$ cat config.mk
export PLATFORM = sky130hd
export DESIGN_NAME = hazard_stall_ctrl
export DESIGN_NICKNAME = d
export VERILOG_FILES = /design/src/rtl/mips_pipe_pkg.sv /design/src/rtl/muldiv_sequencer.sv /design/src/rtl/hazard_stall_ctrl.sv
export SDC_FILE = /design/constraint.sdc
export NUM_CORES = 1
export LEC_CHECK = 0
export CAP_MARGIN = 20
export CORE_MARGIN = 4
export CORE_UTILIZATION = 35
export DETAILED_ROUTE_END_ITERATION = 10
export GPL_TIMING_DRIVEN = 0
export PLACE_DENSITY = 0.81
export SYNTH_ARGS = -nofsm -noshare
export SYNTH_HDL_FRONTEND = slang
export SYNTH_SLANG_ARGS = --single-unit
$ cat constraint.sdc
create_clock -name clk -period 3.5 [get_ports clk]
set_clock_uncertainty 0.2 [all_clocks]
set_input_delay 0.7 -clock clk [delete_from_list [all_inputs] [get_ports clk]]
set_output_delay 0.7 -clock clk [all_outputs]
set_load 0.01 [all_outputs]
$ cat src/rtl/mips_pipe_pkg.sv
// rtl/mips_pipe_pkg.sv - shared pipeline types and helpers for the MIPS core
// Purpose: register-index width, the zero register, the mult/div FSM state
// enum and the register-dependency helper used by the hazard comparators.
package mips_pipe_pkg;

  localparam int REG_W = 5;
  localparam logic [REG_W-1:0] REG_ZERO = 5'd0;

  typedef enum logic [1:0] {
    MD_IDLE = 2'd0,
    MD_BUSY = 2'd1,
    MD_DONE = 2'd2
  } md_state_t;

  // A producer targeting $zero never creates a dependency.
  function automatic logic reg_hit(logic [REG_W-1:0] src, logic [REG_W-1:0] dst);
    return (dst != REG_ZERO) && (src == dst);
  endfunction

endpackage

$ cat src/rtl/muldiv_sequencer.sv
// rtl/muldiv_sequencer.sv - mult/div occupancy sequencer (IDLE/BUSY/DONE)
// Purpose: tracks the multi-cycle mult/div unit and issues its start strobe.
// Ports:
//   clk, rst_n : clock, asynchronous active-low reset
//   issue      : ID holds a mult/multu/div/divu
//   stall      : pipeline is stalled this cycle (instruction not leaving ID)
//   start      : one-cycle start pulse to the mult/div unit
//   busy       : FSM is not IDLE (BUSY or DONE)
module muldiv_sequencer
  import mips_pipe_pkg::*;
#(
  parameter int MULDIV_LAT = 8,
  parameter int CNT_W      = $clog2(MULDIV_LAT + 1)
) (
  input  logic clk,
  input  logic rst_n,
  input  logic issue,
  input  logic stall,
  output logic start,
  output logic busy
);

  md_state_t        state_q;
  logic [CNT_W-1:0] cnt_q;
  logic             busy_q;

  // Start only fires when the issuing instruction actually advances out of ID.
  assign start = (state_q == MD_IDLE) && issue && !stall;
  assign busy  = busy_q;

  always_ff @(posedge clk or negedge rst_n) begin
    if (!rst_n) begin
      state_q <= MD_IDLE;
      cnt_q   <= '0;
      busy_q  <= 1'b0;
    end else begin
      case (state_q)
        MD_IDLE: begin
          if (issue && !stall) begin
            state_q <= MD_BUSY;
            cnt_q   <= CNT_W'(MULDIV_LAT - 1);
            busy_q  <= 1'b1;
          end
        end
        MD_BUSY: begin
          if (cnt_q == '0) begin
            state_q <= MD_DONE;
          end else begin
            cnt_q <= cnt_q - 1'b1;
          end
        end
        MD_DONE: begin
          // HI/LO valid this cycle; dependents still held, released next cycle.
          state_q <= MD_IDLE;
          busy_q  <= 1'b0;
        end
        default: begin
          state_q <= MD_IDLE;
          cnt_q   <= '0;
          busy_q  <= 1'b0;
        end
      endcase
    end
  end

endmodule

$ cat src/rtl/hazard_stall_ctrl.sv
// rtl/hazard_stall_ctrl.sv - pipeline stall/flush controller for the 5-stage MIPS core
// Purpose: detects load-use, branch-in-ID operand and mult/div occupancy
// hazards, drives PC/IF-ID enables, ID/EX bubble, IF/ID squash and mult/div start.
// Optional: HAZARD_STATS_EN adds stall_cycles (saturating) and flush_count.
// Ports:
//   clk, rst_n                          : clock, asynchronous active-low reset
//   Rs_ID, Rt_ID, UsesRt_ID             : ID source operands
//   Dst_EX, RegWrite_EX, MemRead_EX     : EX producer
//   Dst_MEM, MemRead_MEM                : MEM producer (loads only matter)
//   Branch_ID, BranchTaken_ID           : branch compare in ID and its outcome
//   MulDiv_ID, HiLoRead_ID              : mult/div issue and mfhi/mflo in ID
//   PCWrite, IF_ID_Write, ID_EX_Flush   : stall controls
//   IF_ID_Flush                         : squash fetched instruction
//   MulDiv_Start, MulDiv_Busy           : mult/div unit control/status
module hazard_stall_ctrl
  import mips_pipe_pkg::*;
#(
  parameter int MULDIV_LAT = 8,
  parameter int CNT_W      = $clog2(MULDIV_LAT + 1)
) (
  input  logic             clk,
  input  logic             rst_n,
  input  logic [REG_W-1:0] Rs_ID,
  input  logic [REG_W-1:0] Rt_ID,
  input  logic             UsesRt_ID,
  input  logic [REG_W-1:0] Dst_EX,
  input  logic             RegWrite_EX,
  input  logic             MemRead_EX,
  input  logic [REG_W-1:0] Dst_MEM,
  input  logic             MemRead_MEM,
  input  logic             Branch_ID,
  input  logic             BranchTaken_ID,
  input  logic             MulDiv_ID,
  input  logic             HiLoRead_ID,
`ifdef HAZARD_STATS_EN
  output logic [31:0]      stall_cycles,
  output logic [31:0]      flush_count,
`endif
  output logic             PCWrite,
  output logic             IF_ID_Write,
  output logic             ID_EX_Flush,
  output logic             IF_ID_Flush,
  output logic             MulDiv_Start,
  output logic             MulDiv_Busy
);

  logic dep_ex;
  logic dep_mem;
  logic load_use;
  logic br_ex;
  logic br_mem;
  logic md_stall;
  logic stall;

  assign dep_ex  = reg_hit(Rs_ID, Dst_EX)  || (UsesRt_ID && reg_hit(Rt_ID, Dst_EX));
  assign dep_mem = reg_hit(Rs_ID, Dst_MEM) || (UsesRt_ID && reg_hit(Rt_ID, Dst_MEM));

  assign load_use = MemRead_EX && dep_ex;
  // Branches compare in ID, so even ALU results in EX are too late to forward.
  assign br_ex    = Branch_ID && RegWrite_EX && dep_ex;
  assign br_mem   = Branch_ID && MemRead_MEM && dep_mem;
  assign md_stall = MulDiv_Busy && (HiLoRead_ID || MulDiv_ID);
  assign stall    = load_use | br_ex | br_mem | md_stall;

  assign PCWrite     = !stall;
  assign IF_ID_Write = !stall;
  assign ID_EX_Flush = stall;
  assign IF_ID_Flush = BranchTaken_ID && !stall;

  muldiv_sequencer #(
    .MULDIV_LAT (MULDIV_LAT),
    .CNT_W      (CNT_W)
  ) u_muldiv_sequencer (
    .clk   (clk),
    .rst_n (rst_n),
    .issue (MulDiv_ID),
    .stall (stall),
    .start (MulDiv_Start),
    .busy  (MulDiv_Busy)
  );

`ifdef HAZARD_STATS_EN
  logic [31:0] stall_cycles_q, stall_cycles_d;
  logic [31:0] flush_count_q, flush_count_d;

  always_comb begin
    stall_cycles_d = stall_cycles_q;
    flush_count_d  = flush_count_q;
    if (stall && (stall_cycles_q != 32'hFFFF_FFFF)) begin
      stall_cycles_d = stall_cycles_q + 32'd1;
    end
    if (IF_ID_Flush) begin
      flush_count_d = flush_count_q + 32'd1;
    end
  end

  always_ff @(posedge clk or negedge rst_n) begin
    if (!rst_n) begin
      stall_cycles_q <= '0;
      flush_count_q  <= '0;
    end else begin
      stall_cycles_q <= stall_cycles_d;
      flush_count_q  <= flush_count_d;
    end
  end

  assign stall_cycles = stall_cycles_q;
  assign flush_count  = flush_count_q;
`endif

endmodule
==> results_dict.tcl, run 1 <==
set metrics [dict create \
    dp.cells 138 \
    setup_viol 0 \
    n_fill_cell 171 \
    outcome "finished clean" \
    cts_root_buf "clkbuf_4" \
    drt-initial-drc-count 10 \
    ioPinCount 36 \
    slew_viol_final 0 \
    num_vias 741 \
    synth.top_cell.area_share_pct 25.27 \
    wl_microns 2253 \
    syn_avg_cell_area_sq_um 8.887 \
    initial_core_util_pct 38.47 \
    grt_max_degree 8 \
    power_switching_uw 208.0 \
    clock-sinks 7 \
    ys_seq_area_share_pct 25.27 \
    syn_area_sq_um 693.2 \
    powerDensity_mw_per_mm2 476.1 \
    dr.pass1.iters 4 \
    critPathLaunchType "primary input" \
    period_needed_ns 3.392 \
    cap_violations 0 \
    diodes 0 \
    finalHoldViolCount 0 \
    sequentialPowerShare_pct 28.6 \
    viasPerCell 5.182 \
    antenna_found_initial 0 \
    coreArea_sq_mm 0.001802 \
    dieHeight_microns 52.50 \
    hold_class "reg -> reg" \
    dieArea_sq_mm 0.002756 \
    port_buffers 35 \
    ys_types 28 \
    internal_power_uw 332.3 \
    yosys.area.top_type "dfrtp_1" \
    ys_warn_count 0 \
    synth_area_leaders "dfrtp_1 25%, xnor2_1 25%, nand2_1 5.4%" \
    layout.nets 151 \
    p_total_uw 540.3 \
    synthToLayoutAreaGrowth_pct 63.72 \
    seq_area_sq_um 175.2 \
    p_leak_nw 0.4688 \
    mostFrequentLayoutCells "26 x clkdlybuf4s50_1, 19 x xnor2_1, 10 x nand2_1, 7 x dlygate4sd2_1, 7 x dfrtp_1" \
    cts-buffers-inserted 3 \
    rows 15 \
    drc 0 \
    setup_tns_ns 0 \
    fin_crit_sh_pct 96.92 \
    dp_hpwl_microns 1769 \
    clock_latency_ns 0.26 \
    cts_htree_levels 1 \
    layout.cells.non_filler 143 \
    arrival_ns 2.49 \
    critPathMaxFanout 3 \
    cts_buffer_depth 2 \
    clkTransAtPathRegs_ns 0.05 \
    grt_pass1_wl_microns 3443 \
    relSlewSlack_pct 76.80 \
    place_congestion 0.8045 \
    required_ns 2.60 \
    drive_gt1_share_pct 13.56 \
    whs_ns 0.3220 \
    final_common_cell "clkdlybuf4s50_1" \
    syn-num-nets 110 \
    multiInputGateArea_sq_um 529.3 \
    grt_pass1_vias 784 \
    cts_tree "yes" \
    die_x_microns 52.50 \
    ir_worst_vdd_v 0.0003612 \
    avgRoutedWirePerCell_microns 15.76 \
    worstMarginPinSlew_ns 0.3470 \
    grtUsageTotal_pct 16.85 \
    clkPwrFrac_pct 13.8 \
    postSynthCellCount 78 \
    max_freq_mhz 294.8 \
    ant_nets 0 \
    end_kind "primary output" \
    switching_share_pct 38.50 \
    critical_path_class "in -> out" \
    ys_seq_elements 7 \
    power_frac_comb_pct 57.5 \
    grt.overflow.total 0 \
    rsz0062_at_grt "false" \
]
==> through the flow <==
step | setup WS [ns] | utilization [%] | instance area [sq um]
2_1_floorplan | 0.6573 | - | 693.2
6_report | 0.1078 | 62.99 | 1135
5_1_grt | 0.006076 | 62.99 | 1135
3_5_place_dp | -0.3893 | 59.65 | 1075
4_1_cts | 0.08182 | 62.29 | 1122
3_3_place_gp | -0.3522 | 59.65 | 1075
==> Yosys cell counts (all sizes together) <==
master / number
buf: 1
o21ai: 4
or3: 2
ha: 2
a31oi: 1
nand2: 10
nor2: 2
a21oi: 2
nand2b: 2
dfrtp: 7
o22ai: 2
a22oi: 1
a2bb2oi: 1
and3: 1
nand3: 2
or3b: 1
o311a: 1
nor2b: 2
nor3b: 1
inv: 3
xnor2: 20
a221oi: 1
nand4: 2
or4b: 1
and2: 1
a211o: 2
nor3: 2
a21o: 1
==> state kept, by name (all words and copies together), names as in the netlist <==
register / count
u_muldiv_sequencer.busy: 1
u_muldiv_sequencer.cnt_q: 4
u_muldiv_sequencer.state_q: 2
==> worst paths after layout <==
| check | start | to | slack (ns) | cells past startpoint |
|---|---|---|---|---|
| max | Dst_EX[4] | ID_EX_Flush | 0.11 | 7 |
| min | u_muldiv_sequencer.busy | u_muldiv_sequencer.busy | 0.32 | 1 |
| max reg2reg | u_muldiv_sequencer.state_q[0] | u_muldiv_sequencer.cnt_q[3] | 1.49 | 4 |
| min reg2reg | u_muldiv_sequencer.busy | u_muldiv_sequencer.busy | 0.32 | 1 |
| max in group asynchronous | rst_n | u_muldiv_sequencer.cnt_q[2] | 2.33 | 1 |
| min in group asynchronous | rst_n | u_muldiv_sequencer.state_q[1] | 0.51 | 1 |
==> routing by layer <==
| metal | part of all wire, % | up-vias | track usage [%] |
|---|---|---|---|
| met1 | 42 | 347 | 19.34 |
| met5 | 0 | - | 0 |
| li1 | - | 354 | - |
| met4 | 1.8 | 0 | 8.085 |
| met3 | 8.5 | 4 | 2.279 |
| met2 | 47 | 36 | 30.17 |
==> critical path, stage by stage <==
cell             delay [ns]
clkdlybuf4s50_1        0.55
xnor2_1                0.15
nand3_1                0.12
o22ai_2                0.24
a22oi_2                0.13
nand2_1                0.07
clkdlybuf4s50_1        0.53
==> kinds of logic (layout without fill, tap and decap cells) <==
kind of cell / Yosys count / after routing / synth area share, %
and+or+nand+nor: 29 / 29 / 22.20
AOI/OAI and AO/OA: 16 / 16 / 20.94
xor gates and xnor gates: 20 / 20 / 25.27
adders and majority gates: 2 / 2 / 3.610
buffers and inverters: 4 / 44 / 2.708
DFF: 7 / 7 / 25.27
==> repair_timing <==
| item | 4_1_cts | 5_1_grt |
|---|---|---|
| buffers inserted | 1 | 0 |
| hold buffers | 0 | 0 |
| endpoints found under the hold margin | 0 | 0 |
| pin swaps | 1 | 2 |
| setup endpoints to repair | 5 | 1 |
| gates resized for setup | 11 | 3 |
==> layout make-up <==
cell class | count | area share [%]
plain buffers | 1 | 0.6615
clock buffers | 4 | 2.315
inverters | 3 | 0.9923
multi-input cells | 67 | 46.64
flip-flops and latches | 7 | 15.44
well taps | 25 | 2.756
repair buffers | 36 | 31.20
==> power by group through the flow <==
stage               clock [mW]  sequential, mW  combinational, mW
finish                  0.0747           0.155              0.311
global route            0.0794           0.161              0.351
CTS                     0.0781           0.155              0.313
detailed placement           0           0.157              0.315
global placement             0           0.153              0.304
floorplan                    0           0.148              0.189
Note: power is estimated with default switching activity, not from simulation.
==> run 2, diff against run 1 <==
- ABC_CLOCK_PERIOD_IN_PS: not set -> 3500
==> results of run 2 <==
Final layout, timing and power as in run 1 (identical DEF).
